## config.mk

```make
export PLATFORM = sky130hd
export DESIGN_NAME = sc_stream_decoder_flat
export DESIGN_NICKNAME = d
export VERILOG_FILES = /design/src/rtl/sc_stream_decoder_if.sv /design/src/rtl/sc_stream_decoder.sv /design/src/flat_wrapper.sv
export SDC_FILE = /design/constraint.sdc
export NUM_CORES = 1
export LEC_CHECK = 0
export ABC_CLOCK_PERIOD_IN_PS = 2870
export BUFFER_PORTS_ARGS = -buffer_cell sky130_fd_sc_hd__clkbuf_2
export CORE_MARGIN = 1.5
export CORE_UTILIZATION = 35
export CTS_CLUSTER_DIAMETER = 60
export DETAILED_ROUTE_END_ITERATION = 16
export PLACE_DENSITY = 0.54
export SYNTH_ARGS = -nofsm -noshare
export SYNTH_HDL_FRONTEND = slang
export SYNTH_SLANG_ARGS = --single-unit
```

## constraint.sdc

```tcl
create_clock -name clk -period 2.87 [get_ports clk]
set_clock_uncertainty 0.2 [all_clocks]
set_input_delay 0.574 -clock clk [delete_from_list [all_inputs] [get_ports clk]]
set_output_delay 0.574 -clock clk [all_outputs]
set_load 0.005 [all_outputs]
```

## src/rtl/sc_stream_decoder_if.sv

```systemverilog
// Stream-decoder bus: sample inputs (start/enable/inBit) and result outputs.
// state_dbg mirrors the FSM (1 = ACC) so checkers can bind to it.
interface sc_stream_decoder_if #(
  parameter int WINL2 = 8
);
  // Handshake: start is taken only while busy is low (a done cycle counts as
  // idle); inBit is sampled only when enable is high; done pulses for one
  // cycle and result holds its value until the next done.
  logic             start;
  logic             enable;
  logic             inBit;
  logic             busy;
  logic             done;
  logic [WINL2:0]   result;
  logic             state_dbg;

  modport master (
    output start, enable, inBit,
    input  busy, done, result, state_dbg
  );

  modport slave (
    input  start, enable, inBit,
    output busy, done, result, state_dbg
  );
endinterface

```

## src/rtl/sc_stream_decoder.sv

```systemverilog
// Stochastic-to-binary decoder: counts 1s over 2^WINL2 enabled bits.
// Define SC_DEC_BIPOLAR_EN for a signed bipolar result (acc - 2^(WINL2-1)).
module sc_stream_decoder #(
  parameter int RWID  = 8,
  parameter int WINL2 = RWID
) (
  input  logic                 clk,
  input  logic                 rst,
  sc_stream_decoder_if.slave   bus
);
  localparam int unsigned    WIN  = 1 << WINL2;
  localparam logic [WINL2:0] LAST = (WINL2 + 1)'(WIN - 1);
  localparam logic [WINL2:0] HALF = (WINL2 + 1)'(WIN / 2);

  typedef enum logic {IDLE, ACC} state_t;

  state_t          state;
  logic [WINL2:0]  acc;
  logic [WINL2:0]  win_cnt;
  logic [WINL2:0]  acc_next;
  logic [WINL2:0]  result_next;
  logic            busy_r;
  logic            done_r;
  logic [WINL2:0]  result_r;

  always_comb begin
    acc_next = acc + {{WINL2{1'b0}}, bus.inBit};
`ifdef SC_DEC_BIPOLAR_EN
    result_next = acc_next - HALF;
`else
    result_next = acc_next;
`endif
  end

  always_ff @(posedge clk or posedge rst) begin
    if (rst) begin
      state    <= IDLE;
      acc      <= '0;
      win_cnt  <= '0;
      busy_r   <= 1'b0;
      done_r   <= 1'b0;
      result_r <= '0;
    end else begin
      done_r <= 1'b0;
      case (state)
        IDLE: begin
          // The start cycle is also the first sample of the window.
          if (bus.start) begin
            acc     <= {{WINL2{1'b0}}, bus.inBit & bus.enable};
            win_cnt <= {{WINL2{1'b0}}, bus.enable};
            busy_r  <= 1'b1;
            state   <= ACC;
          end
        end
        ACC: begin
          if (bus.enable) begin
            acc     <= acc_next;
            win_cnt <= win_cnt + 1'b1;
            if (win_cnt == LAST) begin
              result_r <= result_next;
              done_r   <= 1'b1;
              busy_r   <= 1'b0;
              state    <= IDLE;
            end
          end
        end
        default: state <= IDLE;
      endcase
    end
  end

  assign bus.busy      = busy_r;
  assign bus.done      = done_r;
  assign bus.result    = result_r;
  assign bus.state_dbg = (state == ACC);
endmodule

```

## src/flat_wrapper.sv

```systemverilog
// flat-port wrapper written by rule: the top's interface ports become plain ports
module sc_stream_decoder_flat 
#(
  parameter int RWID  = 8,
  parameter int WINL2 = RWID
)
  (clk, rst, bus_start, bus_enable, bus_inBit, bus_busy, bus_done, bus_result, bus_state_dbg);
  sc_stream_decoder_if #(.WINL2(WINL2)) bus_i ();
  input  logic clk;
  input  logic rst;
  input wire logic [$bits(bus_i.start)-1:0] bus_start;
  input wire logic [$bits(bus_i.enable)-1:0] bus_enable;
  input wire logic [$bits(bus_i.inBit)-1:0] bus_inBit;
  output wire logic [$bits(bus_i.busy)-1:0] bus_busy;
  output wire logic [$bits(bus_i.done)-1:0] bus_done;
  output wire logic [$bits(bus_i.result)-1:0] bus_result;
  output wire logic [$bits(bus_i.state_dbg)-1:0] bus_state_dbg;
  assign bus_i.start = bus_start;
  assign bus_i.enable = bus_enable;
  assign bus_i.inBit = bus_inBit;
  assign bus_busy = bus_i.busy;
  assign bus_done = bus_i.done;
  assign bus_result = bus_i.result;
  assign bus_state_dbg = bus_i.state_dbg;
  sc_stream_decoder #(.RWID(RWID), .WINL2(WINL2)) u_core (.clk(clk), .rst(rst), .bus(bus_i));
endmodule
```

### After elaboration in Yosys (flattened, before gate mapping)

Cells that the tools add are included.

* equality and inequality tests: 4
* muxes and demuxes: 17
* bitwise operators: 2
* reduce and logical (&&, ||, !) cells: 3
* $add $sub $neg: 2

Operator list (count)
* 9-bit 2-to-1 mux: 4
* 9-bit one-hot mux with 2 select lines: 2
* 9-bit by 1-bit adder with 9-bit output: 1
* 9-bit by 1-bit adder with 9-bit output (second input constant): 1
* 9-bit by 8-bit equality test with 1-bit output (second input constant): 1
* 1-bit 2-to-1 mux: 9
* 2-bit inequality test (second input constant): 3
* 3-bit AND reduction: 2
* 1-bit one-hot mux with 2 select lines: 2
* 2-bit AND reduction: 1
* 1-bit bitwise AND: 1
* 1-bit inverter: 1

* output and inout port bits: 12
* word-level logic and storage cells: 34
* bits in registers: 30
* input port bits: 5

### Longest topological paths before layout

* depth in word-level cells: 4
* depth in mapped cells: 9
* mapped depth without buffers: 8

### Worst setup path after synthesis

No wires, ideal clock.

* path type: input to register
* start: in bus_inBit
* end: reg u_core.acc[6]
* arrival time: 1.603 ns
* cell stages on the path: 5
* slack: 0.998 ns
* setup time: 0.069 ns
* cells stage by stage: ha_1 > ha_1 > nand2_1 > or4_1 > nand3_1

* longest elaborated chain between the ends: 3

Ends and longest elaborated chain
* start: declaration: RTL line flat_wrapper.sv:13 `input wire logic [$bits(bus_i.inBit)-1:0] bus_inBit;`
* 9-bit by 1-bit adder with 9-bit output: RTL line sc_stream_decoder.sv:27 `acc_next = acc + {{WINL2{1'b0}}, bus.inBit};`
* 9-bit 2-to-1 mux: RTL line sc_stream_decoder.sv:56 `if (bus.enable) begin`
* 9-bit one-hot mux with 2 select lines: RTL line sc_stream_decoder.sv:45 `case (state)`
* end signal: assignment: RTL line sc_stream_decoder.sv:49 `acc <= {{WINL2{1'b0}}, bus.inBit & bus.enable};`
* end signal: assignment: RTL line sc_stream_decoder.sv:57 `acc <= acc_next;`
* end: declaration: RTL line sc_stream_decoder.sv:18 `logic [WINL2:0] acc;`

No other way between the ends. The select of a mux whose other input is x is not followed.
A chain may end at the register's enable or synchronous reset.

### Final worst setup path

* start: reg u_core.win_cnt[0]
* end: reg u_core.result_r[5] (netlist: u_core.bus.result[5])

* longest elaborated chain between the ends: 2

Ends and longest elaborated chain
* start: declaration: RTL line sc_stream_decoder.sv:19 `logic [WINL2:0] win_cnt;`
* start signal: assignment: RTL line sc_stream_decoder.sv:50 `win_cnt <= {{WINL2{1'b0}}, bus.enable};`
* start signal: assignment: RTL line sc_stream_decoder.sv:58 `win_cnt <= win_cnt + 1'b1;`
* 9-bit by 8-bit equality test with 1-bit output: RTL line sc_stream_decoder.sv:59 `if (win_cnt == LAST) begin`
* 3-bit AND reduction (no source line)
* end signal: assignment: RTL line sc_stream_decoder.sv:60 `result_r <= result_next;`
* end: declaration: RTL line sc_stream_decoder.sv:24 `logic [WINL2:0] result_r;`

No other way between the ends.

==> results_dict.tcl <==
set metrics [dict create \
    outcome "finished, final reports clean" \
    ant_nets 0 \
    synth_seq_area_share_pct 51.0 \
    placementRows 23 \
    synth_top_family_by_area "simple AND/OR/NAND/NOR gates" \
    final_hold_vios 0 \
    grt_setup_unrepaired "no" \
    holdCritPathClass "in -> async" \
    h-tree-depth 2 \
    synth_warnings 0 \
    overall_die_area_sq_um 4610 \
    leakage_power_summed_over_all_cells_nw 0.751 \
    grt_overflow 0 \
    drc 0 \
    synthesis.instances 158 \
    commonest_non_fill_non_tap_cells_in_the_layout "30 x sky130_fd_sc_hd__dfrtp_1, 23 x sky130_fd_sc_hd__nand2_1, 16 x sky130_fd_sc_hd__clkbuf_2" \
    ctsRootBufferMaster "sky130_fd_sc_hd__clkbuf_8" \
    gpl.final_weighted_congestion 0.727 \
    cap_viol_max_count 0 \
    floorplan.core_area_sq_um 4030 \
    synth_fa_ha_area_share_pct 3.40 \
    routed_wl_mm 3.07 \
    clkSinkCount 30 \
    grt_start_max_net_pins 31 \
    first_global_vias 1067 \
    nets 185 \
    antenna-diode-count 0 \
    maxSlewViolCount 0 \
    timing.setup.critical_path_class "reg -> reg" \
    synth_simple_gate_area_share_pct 22.1 \
    proportion_of_layout_cells_with_a_drive_suffix_above_1_pct 15.3 \
    worst_slew_pin_slew_ns 0.448 \
    crit_required_ns 2.87 \
    max-vdd-ir-drop_mv 0.171 \
    post_cts.resized_instances 0 \
    buffer_ports.inserted 16 \
    fillerInstances 421 \
    routed_wire_length_per_instance_um 13.5 \
    area_growth_from_synthesis_to_layout_pct 14.5 \
    endpoint_kind "register" \
    die_height_um 67.9 \
    synth_area_in_xor_xnor_pct 2.38 \
    setup_violations 0 \
    synth_fp_nets 167 \
    synth_top_area_cell "sky130_fd_sc_hd__dfrtp_1" \
    power-per-cell-area_nw_per_um2 610 \
    multiInputGateArea_sq_um 657 \
    synth.mux.area_fraction_pct 1.61 \
    post_cts_buffers 0 \
    clock_path_buffers 2 \
    fmax_mhz 508 \
    sum_neg_setup_slack_ns 0 \
    cts_hold_bufs 0 \
    synthesized_cell_area_sq_um 1470 \
    via_count 1197 \
    tritoncts_buffer_count 5 \
    timing.critical_path.arrival_ns 1.97 \
    timing.final.crit_share_pct 68.6 \
    synth_compound_area_share_pct 15.1 \
    ioPinCount 17 \
    seq_area_sq_um 751 \
    antenna_violations_before_repair 0 \
    synth.lib_cells_used.distinct 25 \
    tritoncts "built" \
    hpwlAfterDp_mm 2.10 \
    critical_path_source_type "register" \
    avgViaCountPerCell 5.27 \
    clk_latency_ns 0.28 \
    number_of_search_and_repair_iterations_in_the_first_detailed_routing_pass 4 \
    final_period_minus_worst_setup_slack_ns 1.97 \
    mostFrequentLayoutCell "sky130_fd_sc_hd__dfrtp_1" \
    synth-seq-cells 30 \
    detailedRoute.firstIterationViolations 88 \
    final_util_pct 41.9 \
    grt_pass1_wl_mm 4.92 \
    synth_top_area_share_pct 51.0 \
    slew-limit-headroom_pct 70.1 \
    cts.clk_slew.worst_paths_ns 0.06 \
    initial_core_util_pct 36.6 \
    grt.total_usage_pct 14.7 \
    floorplan.die.width_um 67.9 \
    syn-mean-instance-area_sq_um 9.32 \
    timing.critical_path.fanout_max 12 \
    post_synth_main_area_contributors "sky130_fd_sc_hd__dfrtp_1 51%, sky130_fd_sc_hd__nand2_1 5.9%, sky130_fd_sc_hd__o21ai_0 5.1%" \
]
-- worst max-delay path, cell delays in order, from the launching register on --
cell                      delay [ns]
sky130_fd_sc_hd__dfrtp_1        0.38
sky130_fd_sc_hd__ha_1           0.20
sky130_fd_sc_hd__nand3_1        0.08
sky130_fd_sc_hd__nor2_1         0.10
sky130_fd_sc_hd__ha_1           0.16
sky130_fd_sc_hd__nand3_2        0.16
sky130_fd_sc_hd__inv_1          0.37
sky130_fd_sc_hd__nor2_1         0.07
sky130_fd_sc_hd__a31oi_1        0.16
-- where the power goes --
part	switching, W	leakage (nW)	internal, W
registers	0.0000556	0.395	0.000477
clock network	0.000154	0.0482	0.000193
logic	0.0000822	0.307	0.0000675
total	0.000291	0.751	0.000737
-- cells in the mapped netlist (all sizes together) --
cell and count:
nand4 3, o211ai 4, ha 4, dfrtp 30, or3 9, o21ai 15
nand2b 1, or4 6, xor2 1, mux2i 2, inv 8, nand2 23
nor2 8, nand3 13, a31oi 4, o22ai 1, xnor2 3, buf 7
nor2b 1, and2 1, a22o 3, o31ai 2, a21oi 9
-- flip-flops by register name (all words and copies together) (netlist names) --
name,count
u_core.acc,9
u_core.bus.result,9
u_core.bus.state_dbg,1
u_core.bus.done,1
u_core.bus.busy,1
u_core.win_cnt,9
-- area by class of cell --
class / instances / area share (%)
Clock inverter: 1 / 0.297
Sequential cell: 30 / 44.5
Timing Repair Buffer: 18 / 5.64
Clock buffer: 7 / 5.12
Tap cell: 50 / 3.71
Multi-Input combinational cell: 113 / 38.9
Inverter: 8 / 1.78
-- metal layers --
metal	share of wire, %	GRT usage [%]	vias to the layer above	wire, um
met5	0	0	-	0
met4	1.4	6.00	0	44
met3	3.4	4.28	5	104
met2	47	23.8	23	1440
met1	48	18.4	571	1480
li1	-	-	598	-
-- cell families (layout without fill, tap and decap cells) --
logic type	Yosys count	in the layout
xor+xnor	4	4
fa+ha+maj	4	4
compound gates	38	38
mux	2	2
flops	30	30
buf+inv	15	34
simple gates	65	65
-- final timing paths --
kind | from | slack (ns) | end | cells after the start
max reg2reg | u_core.win_cnt[0] | 0.90 | u_core.bus.result[5] | 8
min in group clk | u_core.bus.result[0] | 0.28 | u_core.bus.result[0] | 2
min | rst | 0.15 | u_core.bus.busy | 3
min reg2reg | u_core.bus.result[0] | 0.28 | u_core.bus.result[0] | 2
max | u_core.win_cnt[0] | 0.90 | u_core.bus.result[5] | 8
max in group asynchronous | rst | 2.04 | u_core.win_cnt[7] | 3
-- metrics by stage --
step	instance area, sq um	hold WS (ns)	setup slack (ns)	instances	total power [W]
finish	1690	0.152	0.901	227	0.00103
global route	1690	0.180	0.766	227	0.00109
CTS	1690	0.162	0.881	227	0.00104
detailed placement	1600	0.268	0.732	219	0.000689
global placement	1600	0.259	0.798	219	0.000680
floorplan	1470	0.250	0.998	158	0.000647
(Power assumes the default switching activity.)
